--- src/rtl/pir_report_tx_if.sv ---
// ----------------------------------------------------------------------------
// pir_report_tx_if
//   Display/status bus between the PIR motion controller (writer) and the
//   serial report transmitter (reader).
//
//   Signals
//     display_threshold        8  max-average value
//     display_from_threshold   4  sensor index of threshold
//     display_last_measurment  8  last triggering average
//     display_from_measurment  4  sensor index of last measurement
//     display_total_sensors    8  accumulated trigger count
//     display_average_1/_2/_3  8  per-sensor averages
//     LED                      3  sensor trigger LEDs
//
//   Modports
//     master : motion controller side, drives the display registers
//     slave  : report transmitter side, samples the display registers
// ----------------------------------------------------------------------------
interface pir_report_tx_if;
   logic [7:0] display_threshold;
   logic [3:0] display_from_threshold;
   logic [7:0] display_last_measurment;
   logic [3:0] display_from_measurment;
   logic [7:0] display_total_sensors;
   logic [7:0] display_average_1;
   logic [7:0] display_average_2;
   logic [7:0] display_average_3;
   logic [2:0] LED;

   modport master (
      output display_threshold, display_from_threshold,
             display_last_measurment, display_from_measurment,
             display_total_sensors, display_average_1,
             display_average_2, display_average_3, LED
   );

   modport slave (
      input  display_threshold, display_from_threshold,
             display_last_measurment, display_from_measurment,
             display_total_sensors, display_average_1,
             display_average_2, display_average_3, LED
   );
endinterface

--- src/rtl/pir_report_tx.sv ---
// ----------------------------------------------------------------------------
// pir_report_tx
//   Snapshots the PIR controller's display registers and sends them as a
//   10-byte frame on a UART-style line (8N1, LSB first, idle high):
//     A5 | thr | {from_thr,from_meas} | last | total | avg1 | avg2 | avg3 |
//     {5'b0,LED} | XOR(B1..B8)
//   A frame is triggered every PERIOD cycles and on every alarm rising edge.
//   A trigger arriving while a frame is in flight is queued (one deep).
//
//   Build option
//     PIR_REPORT_PARITY_EN : insert an even-parity bit after data bit 7
//                            (8E1, 11 bits per byte).
//
//   Ports
//     clk          in   system clock, rising edge
//     rst_n        in   synchronous active-low reset
//     enable       in   1 = reporting active
//     alarm        in   buzzer; rising edge forces a report
//     disp         in   display bus (pir_report_tx_if.slave)
//     tx           out  serial line, idle high
//     busy         out  high while a frame is being sent
//     frame_done   out  one-cycle pulse after the last stop bit
//     frames_sent  out  completed-frame count, wraps 255->0
// ----------------------------------------------------------------------------
module pir_report_tx #(
   parameter int          CLKS_PER_BIT = 16,
   parameter int          PERIOD       = 2000,
   parameter logic [7:0]  HEADER       = 8'hA5
) (
   input  logic                  clk,
   input  logic                  rst_n,
   input  logic                  enable,
   input  logic                  alarm,
   pir_report_tx_if.slave        disp,
   output logic                  tx,
   output logic                  busy,
   output logic                  frame_done,
   output logic [7:0]            frames_sent
);

   localparam int         CNT_W     = $clog2(CLKS_PER_BIT);
   localparam int         PER_W     = $clog2(PERIOD);
   localparam logic [3:0] LAST_BYTE = 4'd9;

`ifdef PIR_REPORT_PARITY_EN
   typedef enum logic [2:0] {S_IDLE, S_LOAD, S_START, S_DATA, S_PARITY, S_STOP} state_t;
`else
   typedef enum logic [2:0] {S_IDLE, S_LOAD, S_START, S_DATA, S_STOP} state_t;
`endif

   state_t            state;
   state_t            state_next;

   logic [PER_W-1:0]  period_cnt;
   logic              alarm_q;
   logic              pending;
   logic [CNT_W-1:0]  clk_cnt;
   logic [2:0]        bit_idx;
   logic [3:0]        byte_idx;
   logic              finishing;
   logic [7:0]        buffer [10];

   logic [7:0]        snap [10];
   logic [7:0]        checksum;
   logic [7:0]        cur_byte;
   logic              tick;
   logic              alarm_edge;
   logic              trigger;
   logic              bit_done;
   logic              tx_d;
   logic              busy_d;
   logic              done_d;

   // ------------------------------------------------------------------------
   // Trigger generation
   // ------------------------------------------------------------------------
   assign tick       = enable && (period_cnt == PER_W'(PERIOD - 1));
   assign alarm_edge = enable && alarm && !alarm_q;
   // A tick and an alarm edge in the same cycle collapse into one trigger.
   assign trigger    = tick || alarm_edge;

   assign bit_done   = (clk_cnt == CNT_W'(CLKS_PER_BIT - 1));
   assign cur_byte   = buffer[byte_idx];

   // ------------------------------------------------------------------------
   // Frame image built from the live display bus; captured in LOAD
   // ------------------------------------------------------------------------
   assign checksum = disp.display_threshold
                   ^ {disp.display_from_threshold, disp.display_from_measurment}
                   ^ disp.display_last_measurment
                   ^ disp.display_total_sensors
                   ^ disp.display_average_1
                   ^ disp.display_average_2
                   ^ disp.display_average_3
                   ^ {5'b0, disp.LED};

   always_comb begin
      snap[0] = HEADER;
      snap[1] = disp.display_threshold;
      snap[2] = {disp.display_from_threshold, disp.display_from_measurment};
      snap[3] = disp.display_last_measurment;
      snap[4] = disp.display_total_sensors;
      snap[5] = disp.display_average_1;
      snap[6] = disp.display_average_2;
      snap[7] = disp.display_average_3;
      snap[8] = {5'b0, disp.LED};
      snap[9] = checksum;
   end

   // ------------------------------------------------------------------------
   // FSM: state register
   // ------------------------------------------------------------------------
   // NOTE: sequential state uses non-blocking assignments so every register
   // samples the values that existed before the clock edge.
   always_ff @(posedge clk) begin
      if (!rst_n) state <= S_IDLE;
      else        state <= state_next;
   end

   // ------------------------------------------------------------------------
   // FSM: next-state logic
   // ------------------------------------------------------------------------
   always_comb begin
      // NOTE: default first, so no path leaves state_next unassigned and no
      // latch is inferred.
      state_next = state;
      unique case (state)
         S_IDLE:  if (trigger || (pending && enable)) state_next = S_LOAD;
         S_LOAD:  state_next = S_START;
         S_START: if (bit_done) state_next = S_DATA;
         S_DATA:  if (bit_done && bit_idx == 3'd7) begin
`ifdef PIR_REPORT_PARITY_EN
                     state_next = S_PARITY;
`else
                     state_next = S_STOP;
`endif
                  end
`ifdef PIR_REPORT_PARITY_EN
         S_PARITY: if (bit_done) state_next = S_STOP;
`endif
         S_STOP:  if (bit_done) state_next = (byte_idx == LAST_BYTE) ? S_IDLE : S_START;
         default: state_next = S_IDLE;
      endcase
   end

   // ------------------------------------------------------------------------
   // FSM: output logic (registered below so tx/busy/frame_done are glitch-free)
   // ------------------------------------------------------------------------
   always_comb begin
      tx_d   = 1'b1;
      busy_d = (state != S_IDLE);
      done_d = finishing;
      unique case (state)
         S_START:  tx_d = 1'b0;
         S_DATA:   tx_d = cur_byte[bit_idx];
`ifdef PIR_REPORT_PARITY_EN
         S_PARITY: tx_d = ^cur_byte;
`endif
         default:  tx_d = 1'b1;
      endcase
   end

   // ------------------------------------------------------------------------
   // Datapath: period counter, alarm history, pending flag, bit timing
   // ------------------------------------------------------------------------
   always_ff @(posedge clk) begin
      if (!rst_n) begin
         period_cnt <= '0;
         alarm_q    <= 1'b0;
         pending    <= 1'b0;
         clk_cnt    <= '0;
         bit_idx    <= '0;
         byte_idx   <= '0;
         finishing  <= 1'b0;
      end else begin
         alarm_q <= alarm;

         if (!enable)       period_cnt <= '0;
         else if (tick)     period_cnt <= '0;
         else               period_cnt <= period_cnt + PER_W'(1);

         // IDLE always consumes the queued request; disabling drops it.
         if (!enable)                 pending <= 1'b0;
         else if (state == S_IDLE)    pending <= 1'b0;
         else if (trigger)            pending <= 1'b1;

         if (state == S_IDLE || state == S_LOAD) clk_cnt <= '0;
         else if (bit_done)                      clk_cnt <= '0;
         else                                    clk_cnt <= clk_cnt + CNT_W'(1);

         if (state == S_START)                bit_idx <= '0;
         else if (state == S_DATA && bit_done) bit_idx <= bit_idx + 3'd1;

         if (state == S_LOAD)                  byte_idx <= '0;
         else if (state == S_STOP && bit_done) byte_idx <= (byte_idx == LAST_BYTE) ? 4'd0 : byte_idx + 4'd1;

         finishing <= (state == S_STOP) && bit_done && (byte_idx == LAST_BYTE);
      end
   end

   // NOTE: the snapshot buffer is not reset; LOAD always rewrites every entry
   // before the first byte is read.
   always_ff @(posedge clk) begin
      if (state == S_LOAD) begin
         for (int i = 0; i < 10; i++) buffer[i] <= snap[i];
      end
   end

   // ------------------------------------------------------------------------
   // Output registers
   // ------------------------------------------------------------------------
   always_ff @(posedge clk) begin
      if (!rst_n) begin
         tx          <= 1'b1;
         busy        <= 1'b0;
         frame_done  <= 1'b0;
         frames_sent <= '0;
      end else begin
         tx         <= tx_d;
         busy       <= busy_d;
         frame_done <= done_d;
         if (done_d) frames_sent <= frames_sent + 8'd1;
      end
   end

endmodule
--- src/flat_wrapper.sv ---
// flat-port wrapper written by rule: the top's interface ports become plain ports
module pir_report_tx_flat 
#(
   parameter int          CLKS_PER_BIT = 16,
   parameter int          PERIOD       = 2000,
   parameter logic [7:0]  HEADER       = 8'hA5
)
  (clk, rst_n, enable, alarm, tx, busy, frame_done, frames_sent, disp_display_threshold, disp_display_from_threshold, disp_display_last_measurment, disp_display_from_measurment, disp_display_total_sensors, disp_display_average_1, disp_display_average_2, disp_display_average_3, disp_LED);
  pir_report_tx_if disp_i ();
  input  logic clk;
  input  logic rst_n;
  input  logic enable;
  input  logic alarm;
  output logic tx;
  output logic busy;
  output logic frame_done;
  output logic [7:0] frames_sent;
  input wire logic [$bits(disp_i.display_threshold)-1:0] disp_display_threshold;
  input wire logic [$bits(disp_i.display_from_threshold)-1:0] disp_display_from_threshold;
  input wire logic [$bits(disp_i.display_last_measurment)-1:0] disp_display_last_measurment;
  input wire logic [$bits(disp_i.display_from_measurment)-1:0] disp_display_from_measurment;
  input wire logic [$bits(disp_i.display_total_sensors)-1:0] disp_display_total_sensors;
  input wire logic [$bits(disp_i.display_average_1)-1:0] disp_display_average_1;
  input wire logic [$bits(disp_i.display_average_2)-1:0] disp_display_average_2;
  input wire logic [$bits(disp_i.display_average_3)-1:0] disp_display_average_3;
  input wire logic [$bits(disp_i.LED)-1:0] disp_LED;
  assign disp_i.display_threshold = disp_display_threshold;
  assign disp_i.display_from_threshold = disp_display_from_threshold;
  assign disp_i.display_last_measurment = disp_display_last_measurment;
  assign disp_i.display_from_measurment = disp_display_from_measurment;
  assign disp_i.display_total_sensors = disp_display_total_sensors;
  assign disp_i.display_average_1 = disp_display_average_1;
  assign disp_i.display_average_2 = disp_display_average_2;
  assign disp_i.display_average_3 = disp_display_average_3;
  assign disp_i.LED = disp_LED;
  pir_report_tx #(.CLKS_PER_BIT(CLKS_PER_BIT), .PERIOD(PERIOD), .HEADER(HEADER)) u_core (.clk(clk), .rst_n(rst_n), .enable(enable), .alarm(alarm), .disp(disp_i), .tx(tx), .busy(busy), .frame_done(frame_done), .frames_sent(frames_sent));
endmodule
--- config.mk ---
export PLATFORM = sky130hd
export DESIGN_NAME = pir_report_tx_flat
export DESIGN_NICKNAME = d
export VERILOG_FILES = /design/src/rtl/pir_report_tx_if.sv /design/src/rtl/pir_report_tx.sv /design/src/flat_wrapper.sv
export SDC_FILE = /design/constraint.sdc
export NUM_CORES = 1
export LEC_CHECK = 0
export CORE_MARGIN = 8
export CORE_UTILIZATION = 50
export DETAILED_ROUTE_END_ITERATION = 8
export DONT_BUFFER_PORTS = 1
export MAX_ROUTING_LAYER = met4
export SLEW_MARGIN = 20
export SYNTH_ARGS = -nofsm -noshare
export SYNTH_HDL_FRONTEND = slang
export SYNTH_SLANG_ARGS = --single-unit
export TNS_END_PERCENT = 50
--- constraint.sdc ---
create_clock -name clk -period 3.18 [get_ports clk]
set_input_delay 0.318 -clock clk [delete_from_list [all_inputs] [get_ports clk]]
set_output_delay 0.318 -clock clk [all_outputs]
set_load 0.005 [all_outputs]
==> impl_results.md <==
- Status: finished clean
- Initial antenna violation count: 0
- First-pass GRT wire length: roughly 15 mm
- Core area: between 9000 and 10000 sq um
- RSZ-0062 raised after global routing: no
- # IOs: between 70 and 80
- Post-cts resize count: 0
- H-Tree Depth: 3
- Post-Synth Simple-Gate Area: 0.118
- Via-per-instance ratio: between 5 and 6
- Register area share after synthesis: 0.578
- Yosys top cell area share: 0.405
- Pins Over Slew Limit: 0
- CP required: approximately 3400 ps
- Adder-cell share of the synthesized area: 0.0126
- GRT Residual Overflow: 0
- Routability cong.: 0.818
- Worst Setup EP: u_core.tx$_SDFF_PN1_
- Slew Limit Headroom: 0.446
- Worst path cell trace: mux4_2 > nand2b_1 > a21oi_1 > nor3_1 > or4b_1
- Setup crit end kind: flop
- Synth Area in Compound Gates: 0.0690
- Final nets: approximately 490
- Drt initial violations: just under 200
- Layout area overhead: 13.4%
- Mean Syn Cell Area: about 13 sq um
- Async SR Flop Fraction: 0
- Die height: approximately 120 um
- VDD IR max: 0.358 mV
- Dominant synthesized flop cell: edfxtp_1
- Cells after Synth: ~390
- Initial DRT Pass Iterations: 4
- Clock skew: ~12 ps
- Area of the mapped netlist: 4970 sq um
- Ant diodes: 0
- Fin area: ~5600 sq um
- Num CTS Buffers: 9
- Reg-to-reg critical path endpoint: u_core.tx$_SDFF_PN1_
- Vias in the first global route: around 2900
- Critical path depth: 5
- # port buffers: 0
- CTS root buffer: clkbuf_8
- Largest net degree at the start of global routing: 42
- Synth cell types: 56
- Post-Layout Cell Count: roughly 560
- CP max stage delay: between 800 and 900 ps
- # setup viols final: 0
- Power, Total: between 2 and 3 mW
- Hold_buf cts: 0
- Initial core utilization: 0.511
- Yosys top cell by area: edfxtp_1
- Tot GR Track Use: 0.147
- Peak Freq: 0.412 GHz
- Post-synth EDFFs: 67
- Critical Path Slowest Stage Cell: dfxtp_1
- CTS clk-pin slew, worst paths: approximately 110 ps
- CTS tree: built
- Final Hold Fails: 0
- Worst Path Max Fanout: 19
- WL final: 9.60 mm
- Post-DP Area: about 5000 sq um
- Die ar.: roughly 13000 sq um
- CTS Sinks: 110
- CP top delay family: flip-flops
- Setup CP Type: flop to flop
- Reg-to-reg slack, setup: around 760 ps
- WHS: around 29 ps
- Mux contribution to synthesized area: 0.0650
- Cell Rows: 36
- Final core utilization: 0.579
- Pleak: 1.81 nW
- CP bufs+invs: 0
- PD cells: between 400 and 500 nW/um^2
- Count leader, synth: edfxtp_1
- DRT antenna net count: 0
- Worst r2r path cells: 5
- Die width: 116 um
- Main combinational cell family by area after synthesis: XOR/XNOR gates
- Dpl hpwl: about 6.7 mm
- Synth Warn #: 0
- Minimum clock period: roughly 2400 ps
- Share of layout cells above drive strength 1: 0.0907
- Critical Path AT: 2690 ps
- Clk Latency, worst-skew pair: approximately 380 ps
- Main area contributors after synthesis: edfxtp_1 41%, dfxtp_1 17%, xnor2_1 7.8%
- Most frequent cells after synthesis: 67 x edfxtp_1, 44 x xnor2_1, 43 x dfxtp_1
- Seq cells post-synth: 110
- Period utilisation layout: 0.762
- Placed insts: 508
- Hold Crit Class: input pin to flop
- Crit path launch type: flop
- DRC Markers: 0
- Buffer count from post-CTS setup fixing: 0
- Setup TNS: 0 ps
- Worst slew pin tran: ~830 ps
- Vias: about 3000
- Fin worst setup slack: about 760 ps
- Post-Place Worst Slack: 772 ps
- XOR/XNOR Fraction of Synth Area: 0.120
- Wire per inst: roughly 17 um
- Total of max-cap violations: 0
- Syn Nets: 457
- Clock Tree Buf Depth: 2
## where the power goes
| part | switching, mW | internal, mW |
|---|---|---|
| clock network | 0.473 | 0.449 |
| logic | 0.105 | 0.124 |
| registers | 0.0282 | 1.59 |
| total | 0.607 | 2.17 |
## sequential cells by signal, summed over array words and instances, names as in the netlist, 3 cells and up, named ones only
signal,cells
u_core.clk_cnt,4
u_core.buffer,67
u_core.bit_idx,3
u_core.frames_sent,8
u_core.state,3
u_core.period_cnt,11
u_core.byte_idx,4
## cell usage in the layout, fill, tap and decap left out, drive strengths merged, types with 2 or more instances in the layout
cell type and n:
and3 7, bufinv 2, a221oi 2, o211ai 3, or3 4, and2 4
a31oi 4, a211oi 3, inv 8, a311oi 2, clkbuf 10, mux2i 9
a21oi 13, o31a 2, mux2 6, nand3 12, dfxtp 43, ha 5
nor3b 2, nor4b 2, xnor2 44, mux4 7, o21ai 9, nor2 31
o311a 2, xor2 24, dlygate4sd3 39, nor2b 8, clkinv 2, nand2 13
buf 4, edfxtp 67, nand4 8, nand2b 4, nor3 6, a22oi 2
## cell type report
| type | instances | area, sq um |
|---|---|---|
| Multi-Input combinational cell | 254 | 1910 |
| Fill cell | 805 | 4100 |
| Inverter | 7 | 26.3 |
| Tap cell | 133 | 166 |
| Sequential cell | 110 | 2870 |
| Timing Repair Buffer | 43 | 433 |
| Clock buffer | 10 | 128 |
| Clock inverter | 6 | 93.8 |
## metal layers
metal,vias to the layer above,wire [um],track usage
met5,-,0,-
met4,0,146,0.0441
met3,11,664,0.0578
met2,81,4870,0.233
met1,1448,3930,0.169
li1,1495,-,-
## worst reg2reg max path, delay by kind of cell (launching register included)
family,cells,cell delay (ps)
simple gates,3,720
flops,1,880
compound gates,1,120
mux,1,590
## how the worst min path moves through the flow
stage                                          startpoint                       endpoint  slack (ps)  cells after the start
after floorplan                 disp_display_threshold[0]  u_core.buffer[1][0]$_DFFE_PP_         420                      0
after global placement          disp_display_average_1[5]  u_core.buffer[5][5]$_DFFE_PP_         420                      0
after detailed placement        disp_display_average_2[4]  u_core.buffer[6][4]$_DFFE_PP_         420                      0
after CTS                  disp_display_from_threshold[1]  u_core.buffer[2][5]$_DFFE_PP_           8                      0
after global routing        disp_display_total_sensors[0]  u_core.buffer[4][0]$_DFFE_PP_         0.7                      0
final                     disp_display_last_measurment[4]  u_core.buffer[3][4]$_DFFE_PP_          30                      0
## cell families (layout without fill, tap and decap cells)
kind of cell,count (synthesis),count (layout)
fa+ha+maj,5,5
xor+xnor,68,68
flops,110,110
mux,22,22
compound gates,50,50
buf+inv,25,66
simple gates,109,109
Power figures use the tool's default switching activity.
